$ cat config.mk
export PLATFORM = sky130hd
export DESIGN_NAME = shifter_sched_flat
export DESIGN_NICKNAME = d
export VERILOG_FILES = /design/src/rtl/shifter_sched_pkg.sv /design/src/rtl/shifter_sched_if.sv /design/src/rtl/shifter_sched_shifter.sv /design/src/rtl/shifter_sched.sv /design/src/flat_wrapper.sv
export SDC_FILE = /design/constraint.sdc
export NUM_CORES = 1
export LEC_CHECK = 0
export BUFFER_PORTS_ARGS = -buffer_cell sky130_fd_sc_hd__clkbuf_2
export CAP_MARGIN = 10
export CELL_PAD_IN_SITES_DETAIL_PLACEMENT = 2
export CELL_PAD_IN_SITES_GLOBAL_PLACEMENT = 2
export CORE_MARGIN = 5
export CORE_UTILIZATION = 32
export CTS_BUF_LIST = sky130_fd_sc_hd__clkbuf_8
export CTS_CLUSTER_DIAMETER = 100
export CTS_CLUSTER_SIZE = 25
export DETAILED_ROUTE_END_ITERATION = 10
export PLACE_DENSITY = 0.88
export SYNTH_ARGS = -nofsm -noshare
export SYNTH_HDL_FRONTEND = slang
export SYNTH_HIERARCHICAL = 1
export SYNTH_SLANG_ARGS = --single-unit
export TNS_END_PERCENT = 5
$ cat constraint.sdc
create_clock -name Clock -period 4.9 [get_ports Clock]
set_input_delay 0.49 -clock Clock [delete_from_list [all_inputs] [get_ports Clock]]
set_output_delay 0.49 -clock Clock [all_outputs]
set_load 0.02 [all_outputs]
$ cat src/rtl/shifter_sched_pkg.sv
// Shared constants and helpers for the softmax exponent path.
// Holds the FP32 bias, the default exponent limit and the id-width helper.
package shifter_sched_pkg;

  localparam logic [7:0] FP32_BIAS    = 8'h7f;
  localparam int         INPUTMAX_DEF = 5;

  typedef logic [1:0] credit_t;
  localparam credit_t CREDIT_MAX = 2'd2;

  function automatic int id_w(input int nreq);
    return (nreq <= 2) ? 1 : $clog2(nreq);
  endfunction

endpackage

$ cat src/rtl/shifter_sched_if.sv
// Request/response bundle between requesters, the scheduler and its consumer.
// The slave side is the scheduler; the master side drives requests and Rsp_rdy.
interface shifter_sched_if
  import shifter_sched_pkg::*;
#(
  parameter int BITWIDTH = 32,
  parameter int NREQ     = 4
);
  localparam int IDW = id_w(NREQ);

  logic [NREQ-1:0]          Req_vld;
  logic [NREQ*BITWIDTH-1:0] Req_data;
  logic [NREQ-1:0]          Req_rdy;
  logic                     Rsp_vld;
  logic                     Rsp_rdy;
  logic [BITWIDTH-1:0]      Rsp_data;
  logic [IDW-1:0]           Rsp_id;
  logic                     Rsp_sat;
  logic                     Busy;

  modport master (
    output Req_vld, Req_data, Rsp_rdy,
    input  Req_rdy, Rsp_vld, Rsp_data, Rsp_id, Rsp_sat, Busy
  );

  modport slave (
    input  Req_vld, Req_data, Rsp_rdy,
    output Req_rdy, Rsp_vld, Rsp_data, Rsp_id, Rsp_sat, Busy
  );

endinterface

$ cat src/rtl/shifter_sched_shifter.sv
// One-cycle shifter producing the IEEE-754 single-precision value 2^Datain.
// The exponent field is bias + Datain; the mantissa is zero.
module shifter_sched_shifter
  import shifter_sched_pkg::*;
#(
  parameter int BITWIDTH = 32,
  parameter int INPUTMAX = INPUTMAX_DEF
) (
  input  logic                Clock,
  input  logic                Reset,
  input  logic                Start,
  input  logic [BITWIDTH-1:0] Datain,
  output logic [BITWIDTH-1:0] DataOut,
  output logic                DataOut_vld
);

  logic [7:0]  exp_p0;
  logic [31:0] pow2_p0;

  // Defensive limit: the exponent field never leaves the supported range.
  assign exp_p0  = (Datain > BITWIDTH'(INPUTMAX)) ? 8'(INPUTMAX) : Datain[7:0];
  assign pow2_p0 = {1'b0, FP32_BIAS + exp_p0, 23'd0};

  // ---- stage p0 -> p1 ----
  always_ff @(posedge Clock) begin
    if (Reset) begin
      DataOut     <= '0;
      DataOut_vld <= 1'b0;
    end else begin
      DataOut_vld <= Start;
      if (Start) DataOut <= BITWIDTH'(pow2_p0);
    end
  end

endmodule

$ cat src/rtl/shifter_sched.sv
// Round-robin scheduler sharing one 2^E shifter among NREQ requesters.
// Credit-limited issue into a 2-entry response FIFO keeps responses in grant order.
module shifter_sched
  import shifter_sched_pkg::*;
#(
  parameter int BITWIDTH = 32,
  parameter int NREQ     = 4,
  parameter int INPUTMAX = INPUTMAX_DEF
) (
  input  logic           Clock,
  input  logic           Reset,
  shifter_sched_if.slave bus
);

  localparam int             IDW  = id_w(NREQ);
  localparam logic [IDW-1:0] LAST = IDW'(NREQ - 1);

  function automatic logic [BITWIDTH-1:0] clamp_exp(input logic [BITWIDTH-1:0] e);
    return (e > BITWIDTH'(INPUTMAX)) ? BITWIDTH'(INPUTMAX) : e;
  endfunction

  function automatic logic is_sat(input logic [BITWIDTH-1:0] e);
    return e > BITWIDTH'(INPUTMAX);
  endfunction

  logic [IDW-1:0]      ptr;
  logic [IDW-1:0]      cand;
  logic [IDW-1:0]      gnt_idx;
  logic                gnt_found;
  logic                grant;
  logic                can_issue;
  logic                rsp_xfer;
  credit_t             credits;
  logic [BITWIDTH-1:0] exp_raw;
  logic [BITWIDTH-1:0] exp_clamped;
  logic                sat_raw;

  logic [IDW-1:0]      id_p0;
  logic                sat_p0;
  logic [BITWIDTH-1:0] sh_data_p1;
  logic                sh_vld_p1;

  logic [BITWIDTH-1:0] fifo_data [2];
  logic [IDW-1:0]      fifo_id   [2];
  logic                fifo_sat  [2];
  logic                wr_ptr;
  logic                rd_ptr;
  logic [1:0]          count;
  logic                fifo_nempty;

  // Round-robin search starting at ptr.
  always_comb begin
    gnt_found = 1'b0;
    gnt_idx   = '0;
    cand      = '0;
    for (int k = 0; k < NREQ; k++) begin
      cand = IDW'((int'(ptr) + k) % NREQ);
      if (!gnt_found && bus.Req_vld[cand]) begin
        gnt_found = 1'b1;
        gnt_idx   = cand;
      end
    end
  end

  assign fifo_nempty = (count != 2'd0);
  assign rsp_xfer    = fifo_nempty && bus.Rsp_rdy;
  // A departing response frees its credit in the same cycle, sustaining one grant per cycle.
  assign can_issue   = (credits < CREDIT_MAX) || rsp_xfer;
  assign grant       = gnt_found && can_issue && !Reset;
  assign bus.Req_rdy = grant ? (NREQ'(1) << gnt_idx) : '0;

  assign exp_raw     = bus.Req_data[int'(gnt_idx)*BITWIDTH +: BITWIDTH];
  assign exp_clamped = clamp_exp(exp_raw);
  assign sat_raw     = is_sat(exp_raw);

  always_ff @(posedge Clock) begin
    if (Reset) begin
      ptr     <= '0;
      credits <= '0;
    end else begin
      if (grant) ptr <= (gnt_idx == LAST) ? '0 : gnt_idx + 1'b1;
      if (grant && !rsp_xfer)      credits <= credits + 2'd1;
      else if (!grant && rsp_xfer) credits <= credits - 2'd1;
    end
  end

  // ---- stage p0: issue to shifter, tag travels alongside ----
  always_ff @(posedge Clock) begin
    if (Reset) begin
      id_p0  <= '0;
      sat_p0 <= 1'b0;
    end else if (grant) begin
      id_p0  <= gnt_idx;
      sat_p0 <= sat_raw;
    end
  end

  shifter_sched_shifter #(
    .BITWIDTH (BITWIDTH),
    .INPUTMAX (INPUTMAX)
  ) u_shifter (
    .Clock       (Clock),
    .Reset       (Reset),
    .Start       (grant),
    .Datain      (exp_clamped),
    .DataOut     (sh_data_p1),
    .DataOut_vld (sh_vld_p1)
  );

  // ---- stage p1: capture into response FIFO ----
  always_ff @(posedge Clock) begin
    if (Reset) begin
      wr_ptr <= 1'b0;
      rd_ptr <= 1'b0;
      count  <= 2'd0;
      for (int i = 0; i < 2; i++) begin
        fifo_data[i] <= '0;
        fifo_id[i]   <= '0;
        fifo_sat[i]  <= 1'b0;
      end
    end else begin
      if (sh_vld_p1) begin
        fifo_data[wr_ptr] <= sh_data_p1;
        fifo_id[wr_ptr]   <= id_p0;
        fifo_sat[wr_ptr]  <= sat_p0;
        wr_ptr            <= ~wr_ptr;
      end
      if (rsp_xfer) rd_ptr <= ~rd_ptr;
      case ({sh_vld_p1, rsp_xfer})
        2'b10:   count <= count + 2'd1;
        2'b01:   count <= count - 2'd1;
        default: count <= count;
      endcase
    end
  end

  assign bus.Rsp_vld  = fifo_nempty;
  assign bus.Rsp_data = fifo_data[rd_ptr];
  assign bus.Rsp_id   = fifo_id[rd_ptr];
  assign bus.Rsp_sat  = fifo_sat[rd_ptr];
  assign bus.Busy     = (credits != '0);

endmodule

$ cat src/flat_wrapper.sv
// flat-port wrapper written by rule: the top's interface ports become plain ports
module shifter_sched_flat import shifter_sched_pkg::*;
#(
  parameter int BITWIDTH = 32,
  parameter int NREQ     = 4,
  parameter int INPUTMAX = INPUTMAX_DEF
)
  (Clock, Reset, bus_Req_vld, bus_Req_data, bus_Rsp_rdy, bus_Req_rdy, bus_Rsp_vld, bus_Rsp_data, bus_Rsp_id, bus_Rsp_sat, bus_Busy);
  shifter_sched_if #(.BITWIDTH(BITWIDTH), .NREQ(NREQ)) bus_i ();
  input  logic Clock;
  input  logic Reset;
  input wire logic [$bits(bus_i.Req_vld)-1:0] bus_Req_vld;
  input wire logic [$bits(bus_i.Req_data)-1:0] bus_Req_data;
  input wire logic [$bits(bus_i.Rsp_rdy)-1:0] bus_Rsp_rdy;
  output wire logic [$bits(bus_i.Req_rdy)-1:0] bus_Req_rdy;
  output wire logic [$bits(bus_i.Rsp_vld)-1:0] bus_Rsp_vld;
  output wire logic [$bits(bus_i.Rsp_data)-1:0] bus_Rsp_data;
  output wire logic [$bits(bus_i.Rsp_id)-1:0] bus_Rsp_id;
  output wire logic [$bits(bus_i.Rsp_sat)-1:0] bus_Rsp_sat;
  output wire logic [$bits(bus_i.Busy)-1:0] bus_Busy;
  assign bus_i.Req_vld = bus_Req_vld;
  assign bus_i.Req_data = bus_Req_data;
  assign bus_i.Rsp_rdy = bus_Rsp_rdy;
  assign bus_Req_rdy = bus_i.Req_rdy;
  assign bus_Rsp_vld = bus_i.Rsp_vld;
  assign bus_Rsp_data = bus_i.Rsp_data;
  assign bus_Rsp_id = bus_i.Rsp_id;
  assign bus_Rsp_sat = bus_i.Rsp_sat;
  assign bus_Busy = bus_i.Busy;
  shifter_sched #(.BITWIDTH(BITWIDTH), .NREQ(NREQ), .INPUTMAX(INPUTMAX)) u_core (.Clock(Clock), .Reset(Reset), .bus(bus_i));
endmodule
==> results.cfg, run 1 <==
[status]
outcome = completed

[clocking]
cts_root_buf = clkbuf_8
cts_resized = 0
cts_setup_buffers = 0
numCtsBuffers = 9
htreeDepth = 3
clockBufferDepth = 2
clk_latency_ns = 0.36
cts_tree = yes
clk_pin_slew_ns = 0.08
ctsHoldBuffers = 0
cts.sinks = 91

[detailed_routing]
postRouteAntennaNets = 0
drt-pass1-iter-count = 4
wl_um = 14300
drc = 0
dr.first_iter.drc_count = 111
via_count = 3768
wl_per_cell_um = 17.8
routed_via_density = 4.69

[worst_setup_path]
path_delay_family = simple AND/OR/NAND/NOR gates
critPathLaunchType = flip-flop
path_buf_inv = 0
setup.worst_path.end_class = flip-flop
path_class = flip-flop to flip-flop
worstPathRequired_ns = 5.15
path_cells = nor2b_1, or4b_1, and2_1, a211oi_2, or3_4, nor2b_2, a211oi_1, nand4_1, nor2_1, nand2_1, ha_1, or4_1, o211a_1
worst_path_max_delay_cell = or4b_1
path_max_fanout = 9
crit_path_max_incr_delay_ns = 0.71
crit_arrival_ns = 4.16

[floorplan]
core-area_sq_mm = 0.0146
initial_utilization = 0.327
die_w_um = 132
dieArea_sq_mm = 0.0175
ios = 176
die_y_um = 132
rows = 44

[placed_design]
placedInstanceArea_sq_mm = 0.00587
gp_congestion = 1.00
io_buffers = 175
dpl_worst_slack_ns = 0.597
dp_hpwl_um = 11500
dp_cells = 787

[finish]
nets = 756
area_growth_pct = 26.6
n_antenna_cell = 0
final_common_cell = clkbuf_2
fillers = 1600
drive_gt1_frac = 0.402
final_cells = 803
design_area_sq_mm = 0.00604
most-common-layout-cells = 175 x clkbuf_2, 75 x and2_1, 70 x edfxtp_1

[logic_synthesis]
synth_enable_flop_cells = 70
syn_avg_cell_area_sq_um = 11.5
synth_cell_type_count = 47
yosysWarnings = 6
async_flop_share = 0
netlist_area_sq_mm = 0.00477
synth.top_cell.area_share = 0.440
ys.flop_type = edfxtp_1
synth_area_leaders = edfxtp_1 44%, and2_1 9.8%, dfxtp_1 8.8%
ys_ff_latch = 91
syn-instance-count = 415
synth_area_leader_cell = edfxtp_1
ys_seq_area_frac = 0.528

[sta]
rsz0062_at_grt = false
slew_violations = 0
hold_viol = 0
finalCritPeriodShare = 0.797
fmax_mhz = 256
max_slew_margin = 0.363
setup_viol = 0
period_minus_slack_ns = 3.91
worst_pin_slew_ns = 0.950
fin_worst_skew_ns = 0.00538
tns_ns = 0
setup_slack_ns = 0.994

[global_route]
grt_pass1_wl_um = 22800
grt_pass1_vias = 4377
grt_usage = 0.165
grt-ovfl-total = 0
grt_max_degree = 37
antenna_found_initial = 0

[power]
p_leak_uw = 0.00268
p_per_area_mw_per_mm2 = 356
power_uw = 2150
ir_worst_vdd_uv = 138

[flow_run]
cap_viol_max_count = 0

[hold_path]
worstHoldPathType = flip-flop to flip-flop
-- per-layer routing --
metal,part of all wire,track usage
met1,0.35,0.166
met2,0.56,0.320
met3,0.068,0.0427
met4,0.021,0.0594
met5,0,0
-- power breakdown --
part / internal [uW] / total, uW / switching (uW)
Combinational: 299 / 731 / 432
Sequential: 922 / 970 / 47.9
Clock: 205 / 453 / 247
-- registers in the layout (all words and copies together) (netlist names), named ones only --
signal	cells
u_core/ptr	2
u_core/rd_ptr	1
u_core/fifo_sat	2
u_core/count	2
u_core/id_p0	2
u_core/wr_ptr	1
u_core/u_shifter/DataOut	8
u_core/sat_p0	1
u_core/fifo_id	4
u_core/u_shifter/DataOut_vld	1
u_core/fifo_data	64
u_core/credits	2
-- synth_stat cells, drive strengths merged (4+ instances only) --
cell type	instances
o21ai	5
nand4	10
xor2	4
ha	7
nor3	9
edfxtp	70
nor2b	8
clkbuf	16
nand3	4
dfxtp	21
nor4	33
nand2b	5
inv	6
mux2	36
a211oi	9
nor2	21
nand2	11
buf	27
and2	75
-- cell families after synthesis --
| family | count (synthesis) | share of synthesized area |
|---|---|---|
| simple gates | 188 | 0.234 |
| flops | 91 | 0.528 |
| buf+inv | 49 | 0.0584 |
| mux | 39 | 0.0912 |
| compound gates | 33 | 0.0574 |
| fa+ha+maj | 7 | 0.0183 |
| xor+xnor | 6 | 0.0110 |
| other cells | 2 | 0.00157 |
-- tightest hold or removal path, cell delays in order (launching register included) --
cell and delay (ns):
dfxtp_1 0.32, o21ai_0 0.07, a21oi_1 0.06
-- metrics by stage --
step	hold WS (ns)	utilization
6_report	0.492	0.414
5_1_grt	0.530	0.414
4_1_cts	0.500	0.414
3_5_place_dp	0.488	0.402
3_3_place_gp	0.462	0.402
2_1_floorplan	0.453	-
-- area by class of cell --
type / count / area [sq um] / area share
Sequential cell: 91 / 2520 / 0.418
Timing Repair Buffer: 180 / 913 / 0.151
Clock buffer: 11 / 151 / 0.0251
Inverter: 6 / 22.5 / 0.00373
Clock inverter: 5 / 21.3 / 0.00352
Tap cell: 184 / 230 / 0.0381
Multi-Input combinational cell: 326 / 2180 / 0.361
-- path summary, 6_finish.rpt --
check,startpoint,endpoint,slack [ns],depth (start not counted)
setup / recovery,u_core/ptr[0],u_core/u_shifter/DataOut[25],0.99,13
hold / removal,u_core/count[1],u_core/count[1],0.49,2
setup reg to reg,u_core/ptr[0],u_core/u_shifter/DataOut[25],0.99,13
hold reg to reg,u_core/count[1],u_core/count[1],0.49,2
Power figures use the tool's default switching activity.
==> inputs of run 2 (changes only) <==
--- a/config.mk
+++ b/config.mk
@@ -10,12 +10,12 @@
 export CELL_PAD_IN_SITES_DETAIL_PLACEMENT = 2
 export CELL_PAD_IN_SITES_GLOBAL_PLACEMENT = 2
 export CORE_MARGIN = 5
-export CORE_UTILIZATION = 32
+export CORE_UTILIZATION = 29
 export CTS_BUF_LIST = sky130_fd_sc_hd__clkbuf_8
 export CTS_CLUSTER_DIAMETER = 100
 export CTS_CLUSTER_SIZE = 25
 export DETAILED_ROUTE_END_ITERATION = 10
-export PLACE_DENSITY = 0.88
+export PLACE_DENSITY = 0.85
 export SYNTH_ARGS = -nofsm -noshare
 export SYNTH_HDL_FRONTEND = slang
 export SYNTH_HIERARCHICAL = 1
==> constraint.sdc (replaced) <==
create_clock -name Clock -period 3.4 [get_ports Clock]
set_input_delay 0.34 -clock Clock [delete_from_list [all_inputs] [get_ports Clock]]
set_output_delay 0.34 -clock Clock [all_outputs]
set_load 0.02 [all_outputs]
==> run 2 against run 1 <==
Net effect: fmax grew 16%; sequential power increased by 44%; first-iteration DRC count up 7.2%; power rose by 56%; critical endpoint unchanged; largest cell class unchanged; highest routed layer unchanged.
==> results.cfg, run 2 (same netlist as run 1, synthesis figures left out) <==
[sta]
finalCritPeriodShare = 0.990
max_slew_margin = 0.376
fin_worst_skew_ns = 0.00910
period_minus_slack_ns = 3.37
worst_pin_slew_ns = 0.936
slew_violations = 0
fmax_mhz = 297
rsz0062_at_grt = true
setup_viol = 0
hold_viol = 0

[worst_setup_path]
setup.worst_path.end_class = flip-flop
path_buf_inv = 0
crit_top_cell = a211oi_2
path_max_fanout = 7
critPathLaunchType = flip-flop
worst_path_max_delay_cell = or4b_4
worstPathRequired_ns = 3.65
crit_path_max_incr_delay_ns = 0.56
path_delay_family = simple AND/OR/NAND/NOR gates
r2r_slack_ns = 0.03
path_class = flip-flop to flip-flop
crit_arrival_ns = 3.61
path_cells = nor2b_2, or4b_4, a211oi_2, a211oi_4, or3_4, a211oi_2, nand4_1, nor2_2, nand2_1, ha_2, or4_1, o211a_1

[clocking]
cts_tree = yes
htreeDepth = 3
cts_root_buf = clkbuf_8
cts.sinks = 91
numCtsBuffers = 9
clk_pin_slew_ns = 0.09
clk_latency_ns = 0.36
clockBufferDepth = 2

[finish]
reg_top3 = u_core/fifo_data: 64 flops, u_core/u_shifter/DataOut: 8 flops, u_core/fifo_id: 4 flops
design_area_sq_mm = 0.00633
area_growth_pct = 32.7
final_core_util = 0.387
drive_gt1_frac = 0.443
regMostFlops = u_core/fifo_data
seqCellArea_sq_mm = 0.00252
largest_reg_flops = 64
fillers = 1827
n_antenna_cell = 0
multi_input_area_sq_mm = 0.00223
nets = 774
most-common-layout-cells = 175 x clkbuf_2, 74 x and2_1, 70 x edfxtp_1
final_common_cell = clkbuf_2

[placed_design]
io_buffers = 175
placedInstanceArea_sq_mm = 0.00604
gp_congestion = 0.918
dp_hpwl_um = 11400

[status]
outcome = completed

[detailed_routing]
postRouteAntennaNets = 0
drc = 0
routed_via_density = 4.53
drt-pass1-iter-count = 4
via_count = 3884
wl_per_cell_um = 16.8
dr.first_iter.drc_count = 119
wl_um = 14400

[floorplan]
die_y_um = 138
initial_utilization = 0.292
die_w_um = 138
dieArea_sq_mm = 0.0191
core-area_sq_mm = 0.0163
rows = 47
ios = 176

[global_route]
grt_pass1_wl_um = 22700
grt_usage = 0.149
grt-ovfl-total = 0
antenna_found_initial = 0
grt_pass1_vias = 4552
grt_max_degree = 36

[flow_run]
cap_viol_max_count = 0

[power]
ir_worst_vdd_uv = 173
p_per_area_mw_per_mm2 = 532
power_uw = 3370
p_leak_uw = 0.00279

[hold_path]
worstHoldPathType = input pin to flip-flop
## run 2: timing repair
item                       in CTS  in global routing
setup buffers                   2                  0
gates resized for setup         5                 10
hold buffers                    0                  0
pin swaps                       4                  3
setup endpoints to repair       3                  3
## run 2: final timing paths
check                                startpoint                      endpoint  depth (start not counted)
worst min-delay path                bus_Rsp_rdy                     flip-flop                          4
worst max-delay path              u_core/ptr[0]  u_core/u_shifter/DataOut[25]                         12
worst max register to register    u_core/ptr[0]  u_core/u_shifter/DataOut[25]                         12
worst min register to register  u_core/count[1]               u_core/count[1]                          2
## run 2: cell type report
| cell class | instances | share of cell area |
|---|---|---|
| Clock buffer | 11 | 0.0239 |
| Multi-Input combinational cell | 326 | 0.352 |
| Inverter | 6 | 0.00356 |
| Timing Repair Buffer | 198 | 0.166 |
| Sequential cell | 91 | 0.399 |
| Tap cell | 220 | 0.0435 |
| Clock inverter | 5 | 0.0119 |
## run 2: metrics by stage
step / cells / TNS (ns) / setup slack (ns) / hold WS [ns]
2_1_floorplan: 466 / 0 / 0.00144 / 0.453
3_3_place_gp: 839 / -0.370 / -0.180 / 0.461
6_report: 857 / 0 / 0.0342 / 0.458
3_5_place_dp: 839 / -1.04 / -0.372 / 0.486
4_1_cts: 857 / 0 / 0.0253 / 0.445
5_1_grt: 857 / -0.243 / -0.0871 / 0.481
## run 2: tightest hold or removal path: stages
cell and delay [ns]:
clkbuf_2 0.08, nand2_1 0.16, xor2_1 0.12, nor2_1 0.09
## run 2: report_power, final
| part | internal, uW | total (uW) | switching [uW] |
|---|---|---|---|
| logic | 491 | 1150 | 661 |
| clock network | 451 | 819 | 368 |
| registers | 1330 | 1400 | 67.2 |
| total | 2270 | 3370 | 1100 |
## run 2: per-layer routing
metal | share of wire | up-vias | GRT usage
met1 | 0.35 | 1846 | 0.147
met5 | 0 | - | 0
li1 | - | 1866 | -
met4 | 0.020 | 0 | 0.0484
met2 | 0.57 | 149 | 0.296
met3 | 0.062 | 23 | 0.0418
